**src/rtl/mem_arbiter_if.sv**
```systemverilog
// Pipe-side fetch/data ports and unified-memory port of the shared memory arbiter.
// The arbiter takes the slave view; the pipe and memory together form the master side.
interface mem_arbiter_if;
  logic        inst_mem_is_ready;
  logic [31:0] inst_mem_address;
  logic [31:0] inst_mem_read_data;
  logic        inst_mem_is_valid;
  logic        dmem_read_ready;
  logic [31:0] dmem_read_address;
  logic        dmem_write_ready;
  logic [31:0] dmem_write_address;
  logic [31:0] dmem_write_data;
  logic [3:0]  dmem_write_byte;
  logic [31:0] dmem_read_data_temp;
  logic        dmem_read_valid;
  logic        dmem_write_valid;
  logic        mem_read_ready;
  logic        mem_write_ready;
  logic [29:0] mem_read_address;
  logic [29:0] mem_write_address;
  logic [31:0] mem_write_data;
  logic [3:0]  mem_write_byte;
  logic [31:0] mem_read_data;
  logic        addr_err;

  modport slave (
    input  inst_mem_is_ready, inst_mem_address,
    input  dmem_read_ready, dmem_read_address,
    input  dmem_write_ready, dmem_write_address, dmem_write_data, dmem_write_byte,
    input  mem_read_data,
    output inst_mem_read_data, inst_mem_is_valid,
    output dmem_read_data_temp, dmem_read_valid, dmem_write_valid,
    output mem_read_ready, mem_write_ready, mem_read_address, mem_write_address,
    output mem_write_data, mem_write_byte, addr_err
  );

  modport master (
    output inst_mem_is_ready, inst_mem_address,
    output dmem_read_ready, dmem_read_address,
    output dmem_write_ready, dmem_write_address, dmem_write_data, dmem_write_byte,
    output mem_read_data,
    input  inst_mem_read_data, inst_mem_is_valid,
    input  dmem_read_data_temp, dmem_read_valid, dmem_write_valid,
    input  mem_read_ready, mem_write_ready, mem_read_address, mem_write_address,
    input  mem_write_data, mem_write_byte, addr_err
  );
endinterface

```
**src/rtl/mem_arbiter.sv**
```systemverilog
// Round-robin arbiter sharing one single-port word memory between instruction fetch and data
// access; each access is one grant cycle followed by one response cycle.
module mem_arbiter #(
  parameter int ADDR_W = 12,
  parameter int DATA_W = 32
) (
  input  logic         clk,
  input  logic         reset,
  mem_arbiter_if.slave bus
);
  localparam logic [2:0] S_IDLE   = 3'd0;
  localparam logic [2:0] S_GNT_I  = 3'd1;
  localparam logic [2:0] S_GNT_DR = 3'd2;
  localparam logic [2:0] S_GNT_DW = 3'd3;
  localparam logic [2:0] S_RESP   = 3'd4;

  localparam logic [1:0] K_I  = 2'd0;
  localparam logic [1:0] K_DR = 2'd1;
  localparam logic [1:0] K_DW = 2'd2;

  logic [2:0]        state_q, state_d;
  logic [1:0]        kind_q, kind_d;
  logic              last_d_q, last_d_d;   // 1: data side won the most recent grant
  logic [31:0]       addr_q, addr_d;
  logic [DATA_W-1:0] wdata_q, wdata_d;
  logic [3:0]        wbyte_q, wbyte_d;
  logic              err_q, err_d;

  logic d_req;
  logic pick_i;

  assign d_req  = bus.dmem_write_ready | bus.dmem_read_ready;
  assign pick_i = bus.inst_mem_is_ready & (~d_req | last_d_q);

  always_comb begin
    state_d  = state_q;
    kind_d   = kind_q;
    last_d_d = last_d_q;
    addr_d   = addr_q;
    wdata_d  = wdata_q;
    wbyte_d  = wbyte_q;
    case (state_q)
      S_IDLE, S_RESP: begin
        state_d = S_IDLE;
        if (pick_i) begin
          state_d  = S_GNT_I;
          kind_d   = K_I;
          last_d_d = 1'b0;
          addr_d   = bus.inst_mem_address;
        end else if (bus.dmem_write_ready) begin
          state_d  = S_GNT_DW;
          kind_d   = K_DW;
          last_d_d = 1'b1;
          addr_d   = bus.dmem_write_address;
          wdata_d  = bus.dmem_write_data;
          wbyte_d  = bus.dmem_write_byte;
        end else if (bus.dmem_read_ready) begin
          state_d  = S_GNT_DR;
          kind_d   = K_DR;
          last_d_d = 1'b1;
          addr_d   = bus.dmem_read_address;
        end
      end
      S_GNT_I, S_GNT_DR, S_GNT_DW: state_d = S_RESP;
      default: state_d = S_IDLE;
    endcase
  end

  // Range is judged once on the latched address and carried through the response.
  assign err_d = |addr_d[31:ADDR_W];

  always_ff @(posedge clk or negedge reset) begin
    if (!reset) begin
      state_q  <= S_IDLE;
      kind_q   <= K_I;
      last_d_q <= 1'b1;
      addr_q   <= '0;
      wdata_q  <= '0;
      wbyte_q  <= '0;
      err_q    <= 1'b0;
    end else begin
      state_q  <= state_d;
      kind_q   <= kind_d;
      last_d_q <= last_d_d;
      addr_q   <= addr_d;
      wdata_q  <= wdata_d;
      wbyte_q  <= wbyte_d;
      if (state_d != state_q && (state_d == S_GNT_I || state_d == S_GNT_DR ||
                                 state_d == S_GNT_DW)) begin
        err_q <= err_d;
      end
    end
  end

  logic [29:0] word_addr;
  logic        rd_strobe, wr_strobe, resp;

  assign word_addr = {{(32 - ADDR_W){1'b0}}, addr_q[ADDR_W-1:2]};
  assign rd_strobe = (state_q == S_GNT_I || state_q == S_GNT_DR) & ~err_q;
  assign wr_strobe = (state_q == S_GNT_DW) & ~err_q;
  assign resp      = (state_q == S_RESP);

  assign bus.mem_read_ready    = rd_strobe;
  assign bus.mem_read_address  = rd_strobe ? word_addr : 30'd0;
  assign bus.mem_write_ready   = wr_strobe;
  assign bus.mem_write_address = wr_strobe ? word_addr : 30'd0;
  assign bus.mem_write_data    = wr_strobe ? wdata_q : 32'd0;
  assign bus.mem_write_byte    = wr_strobe ? wbyte_q : 4'd0;

  assign bus.inst_mem_is_valid   = resp & (kind_q == K_I);
  assign bus.dmem_read_valid     = resp & (kind_q == K_DR);
  assign bus.dmem_write_valid    = resp & (kind_q == K_DW);
  assign bus.addr_err            = resp & err_q;
  assign bus.inst_mem_read_data  = (bus.inst_mem_is_valid & ~err_q) ? bus.mem_read_data : 32'd0;
  assign bus.dmem_read_data_temp = (bus.dmem_read_valid & ~err_q) ? bus.mem_read_data : 32'd0;
endmodule
```
**src/flat_wrapper.sv**
```systemverilog
// flat-port wrapper written by rule: the top's interface ports become plain ports
module mem_arbiter_flat 
#(
  parameter int ADDR_W = 12,
  parameter int DATA_W = 32
)
  (clk, reset, bus_inst_mem_is_ready, bus_inst_mem_address, bus_dmem_read_ready, bus_dmem_read_address, bus_dmem_write_ready, bus_dmem_write_address, bus_dmem_write_data, bus_dmem_write_byte, bus_mem_read_data, bus_inst_mem_read_data, bus_inst_mem_is_valid, bus_dmem_read_data_temp, bus_dmem_read_valid, bus_dmem_write_valid, bus_mem_read_ready, bus_mem_write_ready, bus_mem_read_address, bus_mem_write_address, bus_mem_write_data, bus_mem_write_byte, bus_addr_err);
  mem_arbiter_if bus_i ();
  input  logic clk;
  input  logic reset;
  input wire logic [$bits(bus_i.inst_mem_is_ready)-1:0] bus_inst_mem_is_ready;
  input wire logic [$bits(bus_i.inst_mem_address)-1:0] bus_inst_mem_address;
  input wire logic [$bits(bus_i.dmem_read_ready)-1:0] bus_dmem_read_ready;
  input wire logic [$bits(bus_i.dmem_read_address)-1:0] bus_dmem_read_address;
  input wire logic [$bits(bus_i.dmem_write_ready)-1:0] bus_dmem_write_ready;
  input wire logic [$bits(bus_i.dmem_write_address)-1:0] bus_dmem_write_address;
  input wire logic [$bits(bus_i.dmem_write_data)-1:0] bus_dmem_write_data;
  input wire logic [$bits(bus_i.dmem_write_byte)-1:0] bus_dmem_write_byte;
  input wire logic [$bits(bus_i.mem_read_data)-1:0] bus_mem_read_data;
  output wire logic [$bits(bus_i.inst_mem_read_data)-1:0] bus_inst_mem_read_data;
  output wire logic [$bits(bus_i.inst_mem_is_valid)-1:0] bus_inst_mem_is_valid;
  output wire logic [$bits(bus_i.dmem_read_data_temp)-1:0] bus_dmem_read_data_temp;
  output wire logic [$bits(bus_i.dmem_read_valid)-1:0] bus_dmem_read_valid;
  output wire logic [$bits(bus_i.dmem_write_valid)-1:0] bus_dmem_write_valid;
  output wire logic [$bits(bus_i.mem_read_ready)-1:0] bus_mem_read_ready;
  output wire logic [$bits(bus_i.mem_write_ready)-1:0] bus_mem_write_ready;
  output wire logic [$bits(bus_i.mem_read_address)-1:0] bus_mem_read_address;
  output wire logic [$bits(bus_i.mem_write_address)-1:0] bus_mem_write_address;
  output wire logic [$bits(bus_i.mem_write_data)-1:0] bus_mem_write_data;
  output wire logic [$bits(bus_i.mem_write_byte)-1:0] bus_mem_write_byte;
  output wire logic [$bits(bus_i.addr_err)-1:0] bus_addr_err;
  assign bus_i.inst_mem_is_ready = bus_inst_mem_is_ready;
  assign bus_i.inst_mem_address = bus_inst_mem_address;
  assign bus_i.dmem_read_ready = bus_dmem_read_ready;
  assign bus_i.dmem_read_address = bus_dmem_read_address;
  assign bus_i.dmem_write_ready = bus_dmem_write_ready;
  assign bus_i.dmem_write_address = bus_dmem_write_address;
  assign bus_i.dmem_write_data = bus_dmem_write_data;
  assign bus_i.dmem_write_byte = bus_dmem_write_byte;
  assign bus_i.mem_read_data = bus_mem_read_data;
  assign bus_inst_mem_read_data = bus_i.inst_mem_read_data;
  assign bus_inst_mem_is_valid = bus_i.inst_mem_is_valid;
  assign bus_dmem_read_data_temp = bus_i.dmem_read_data_temp;
  assign bus_dmem_read_valid = bus_i.dmem_read_valid;
  assign bus_dmem_write_valid = bus_i.dmem_write_valid;
  assign bus_mem_read_ready = bus_i.mem_read_ready;
  assign bus_mem_write_ready = bus_i.mem_write_ready;
  assign bus_mem_read_address = bus_i.mem_read_address;
  assign bus_mem_write_address = bus_i.mem_write_address;
  assign bus_mem_write_data = bus_i.mem_write_data;
  assign bus_mem_write_byte = bus_i.mem_write_byte;
  assign bus_addr_err = bus_i.addr_err;
  mem_arbiter #(.ADDR_W(ADDR_W), .DATA_W(DATA_W)) u_core (.clk(clk), .reset(reset), .bus(bus_i));
endmodule
```
**config.mk**
```make
export PLATFORM = sky130hd
export DESIGN_NAME = mem_arbiter_flat
export DESIGN_NICKNAME = d
export VERILOG_FILES = /design/src/rtl/mem_arbiter_if.sv /design/src/rtl/mem_arbiter.sv /design/src/flat_wrapper.sv
export SDC_FILE = /design/constraint.sdc
export NUM_CORES = 1
export LEC_CHECK = 0
export CORE_AREA = 2 2 132 134
export DETAILED_ROUTE_END_ITERATION = 16
export DIE_AREA = 0 0 134 136
export HOLD_SLACK_MARGIN = 0.06
export PLACE_DENSITY = 0.67
export RECOVER_POWER = 25
export SLEW_MARGIN = 20
export SYNTH_ARGS = -nofsm -noshare
export SYNTH_HDL_FRONTEND = slang
export SYNTH_SLANG_ARGS = --single-unit
export TNS_END_PERCENT = 5
```
**constraint.sdc**
```tcl
create_clock -name clk -period 5 [get_ports clk]
set_clock_uncertainty 0.2 [all_clocks]
set_input_delay 0.75 -clock clk [delete_from_list [all_inputs] [get_ports clk]]
set_output_delay 0.75 -clock clk [all_outputs]
set_load 0.01 [all_outputs]
```
==> flow_summary.ini <==
[sta]
finalWorstPathRequiredPeriod_ns = 3.85
hold_viol = 0
fmax_mhz = 260
slew_violations = 73
setup_viol = 0
whs_ns = 0.279
rsz0062_at_grt = no
fin_tns_setup_ns = 0
slew_headroom_pct = -23.5
min_period_over_period_pct = 77.0
tightest_slew_ns = 1.85

[outcome]
failed_checks = max-capacitance violations, max-slew violations
status = finished with violations

[drt]
drtIter0Drc = 229
antenna_left = 0
dr.pass1.iters = 4
drc_errors = 0
wl_per_cell_um = 15.8
vias = 4459
wirelength_mm = 15.7
avgViaCountPerCell = 4.49

[synth]
synthesis.area_um2 = 4660
async_flop_share_pct = 100
yosys_most_used_dff = dfrtp_1
syn_inst = 494
synth_edf_count = 0
synth_warnings = 0
synth_cell_type_count = 53
synth-seq-cells = 72
postSynthAreaPerCell_um2 = 9.42
ys_seq_area_share_pct = 38.7

[floorplanning]
placementRows = 48
coreArea_um2 = 16900
dieArea_um2 = 18200
die_y_um = 136
chipWidth_um = 134
initial_core_util_pct = 27.6
io_pins = 335

[grt]
grtUsageTotal_pct = 16.6
grt_max_degree = 73
grt_pass1_vias = 4209
grt_first_pass_wirelength_mm = 23.5
antenna_found_initial = 2
grt-ovfl-total = 0

[critical_path]
cp_max_fo = 32
timing.rr.end = u_core.err_q
crit_required_ns = 4.05
rr_worst_depth = 5
crit_type = reg -> out
cp-end-kind = primary output
cp.arrival_ns = 2.90
startpoint_type = register
r2r_start = u_core.state_q[1]
r2r_slack_ns = 2.00

[pwr]
ir_drop_v = 0.000183
powerDensity_nw_per_um2 = 331
p_leak_nw = 3.10

[placed_design]
port_buffers = 288
place.gp.congestion = 0.811
dp_hpwl_mm = 12.1

[clock_network]
h-tree-depth = 3
cts_buffer_depth = 2
path_clk_slew_ns = 0.06
tritoncts = done
ctsRootBufferMaster = clkbuf_16
insertion_delay_ns = 0.33
postCtsResizedCells = 0
ctsHoldBuffers = 0
numCtsBuffers = 9
postCtsSetupRepairBufs = 0
cts.sinks = 72

[layout]
syn2layout_area_growth_pct = 67.4
fillers = 1630
drive_gt1_share_pct = 7.94
nets = 933

[worst_hold_path]
hp-class = reg -> reg
min_from = u_core.wdata_q[7]
hold_depth = 1
whs_endpoint = u_core.wdata_q[7]

[run]
drv_cap = 1
[power by group]
part / internal, mW / switching (mW) / leakage, nW
clock: 0.359 / 0.252 / 0.134
sequential: 0.875 / 0.161 / 0.849
combinational: 0.475 / 0.454 / 2.12
[cells by family (layout without fill, tap and decap cells)]
family	Yosys count	in the layout	share of synthesized area (%)
and+or+nand+nor	223	223	28.5
muxes	36	36	8.71
AOI/OAI and AO/OA	83	83	12.6
xor gates and xnor gates	1	1	0.188
other	1	41	0.0805
buffers and inverters	78	313	11.2
DFF	72	72	38.7
[metal layers]
metal,vias to the layer above,GRT usage [%],wire [um]
met2,196,28.3,7620
li1,2184,-,-
met5,-,0,13
met3,21,5.00,1320
met1,2056,19.9,6480
met4,2,6.09,296
[cells in the final DEF, fill, tap and decap left out, types with 2 or more instances in the layout]
cell type,Yosys,layout
o221a_1,3,3
nand2_1,25,25
clkinv_2,0,2
clkbuf_16,0,9
o21ai_1,3,3
nand2_2,2,2
o22ai_1,2,2
nor2_1,10,10
mux2_1,18,18
nor3b_1,11,11
and2_1,120,120
a31oi_1,3,3
conb_1,1,40
buf_4,40,8
clkdlybuf4s50_1,0,287
o21ai_0,24,24
nor4_2,1,2
o221a_2,4,4
mux2_2,18,18
and3_1,12,12
nand3_1,5,5
inv_1,2,2
nor2b_1,8,8
o221ai_1,5,5
dfrtp_1,71,71
clkbuf_8,0,2
a21oi_1,17,17
nor3_1,14,13
a221oi_1,11,11
nor4_1,5,4
[cell usage after synthesis, types with 2 or more instances]
cell / n / area share [%]
buf_6: 8 / 1.9
o21ai_1: 3 / 0.32
mux2_2: 18 / 4.4
inv_1: 2 / 0.16
o21ai_0: 24 / 2.6
o221a_1: 3 / 0.73
nand2_2: 2 / 0.27
nor3b_1: 11 / 1.8
o22ai_1: 2 / 0.27
nand3_1: 5 / 0.54
and3_1: 12 / 1.6
o221a_2: 4 / 0.97
nor2b_1: 8 / 1.1
clkbuf_1: 25 / 2.0
nor2_1: 10 / 0.81
buf_4: 40 / 6.4
dfrtp_1: 71 / 38
a221oi_1: 11 / 2.1
nor3_1: 14 / 1.5
o221ai_1: 5 / 0.94
nand2_1: 25 / 2.0
a31oi_1: 3 / 0.40
nor4_1: 5 / 0.67
a21oi_1: 17 / 1.8
buf_2: 2 / 0.22
and2_1: 120 / 16
mux2_1: 18 / 4.4
[final cells by class]
type                    count  area, um^2  area share (%)
repair buffers            296        2940            37.7
diodes                      1        2.50          0.0321
flip-flops and latches     72        1800            23.1
clock buffers              12         256            3.29
multi-input cells         383        2490            31.9
well taps                 225         282            3.61
clock inverters             3        17.5           0.225
inverters                   2        7.51          0.0963
[how the worst max path moves through the flow]
stage | from | end | slack [ns] | cells after the start
2_1_floorplan | u_core.state_q[1] | bus_dmem_read_data_temp[10] | 2.09 | 8
3_3_place_gp | bus_dmem_write_ready | u_core.err_q | 1.10 | 6
3_5_place_dp | bus_dmem_write_ready | u_core.err_q | 1.11 | 6
4_1_cts | u_core.state_q[1] | bus_dmem_read_data_temp[3] | 1.09 | 7
5_1_grt | u_core.state_q[1] | bus_dmem_read_data_temp[9] | 0.90 | 7
6_report | u_core.state_q[1] | bus_dmem_read_data_temp[3] | 1.15 | 7
[sequential cells by signal (all words and copies together), names as in the netlist]
| register | cells |
|---|---|
| u_core.wdata_q | 32 |
| u_core.err_q | 1 |
| u_core.kind_q | 2 |
| u_core.wbyte_q | 4 |
| u_core.addr_q | 29 |
| u_core.last_d_q | 1 |
| u_core.state_q | 3 |
[through the flow]
stage          cell area, um^2  worst slack, ns  total power, mW  std cells  util, %
2_1_floorplan             4800             2.09             1.71        533        -
3_3_place_gp              7520             1.10             1.96        978     44.6
3_5_place_dp              7520             1.11             1.99        978     44.6
4_1_cts                   7790             1.09             2.61        993     46.2
5_1_grt                   7790            0.895             2.76        993     46.2
6_report                  7790             1.15             2.58        994     46.2
[critical path: stages, from the launching register on]
cell and delay, ns:
dfrtp_1 0.47, nor2_4 0.43, nand2_1 0.20, nor3b_1 0.32
nor2b_1 0.17, buf_4 0.27, and2_1 0.16, clkdlybuf4s50_1 0.55
(Power assumes the default switching activity.)
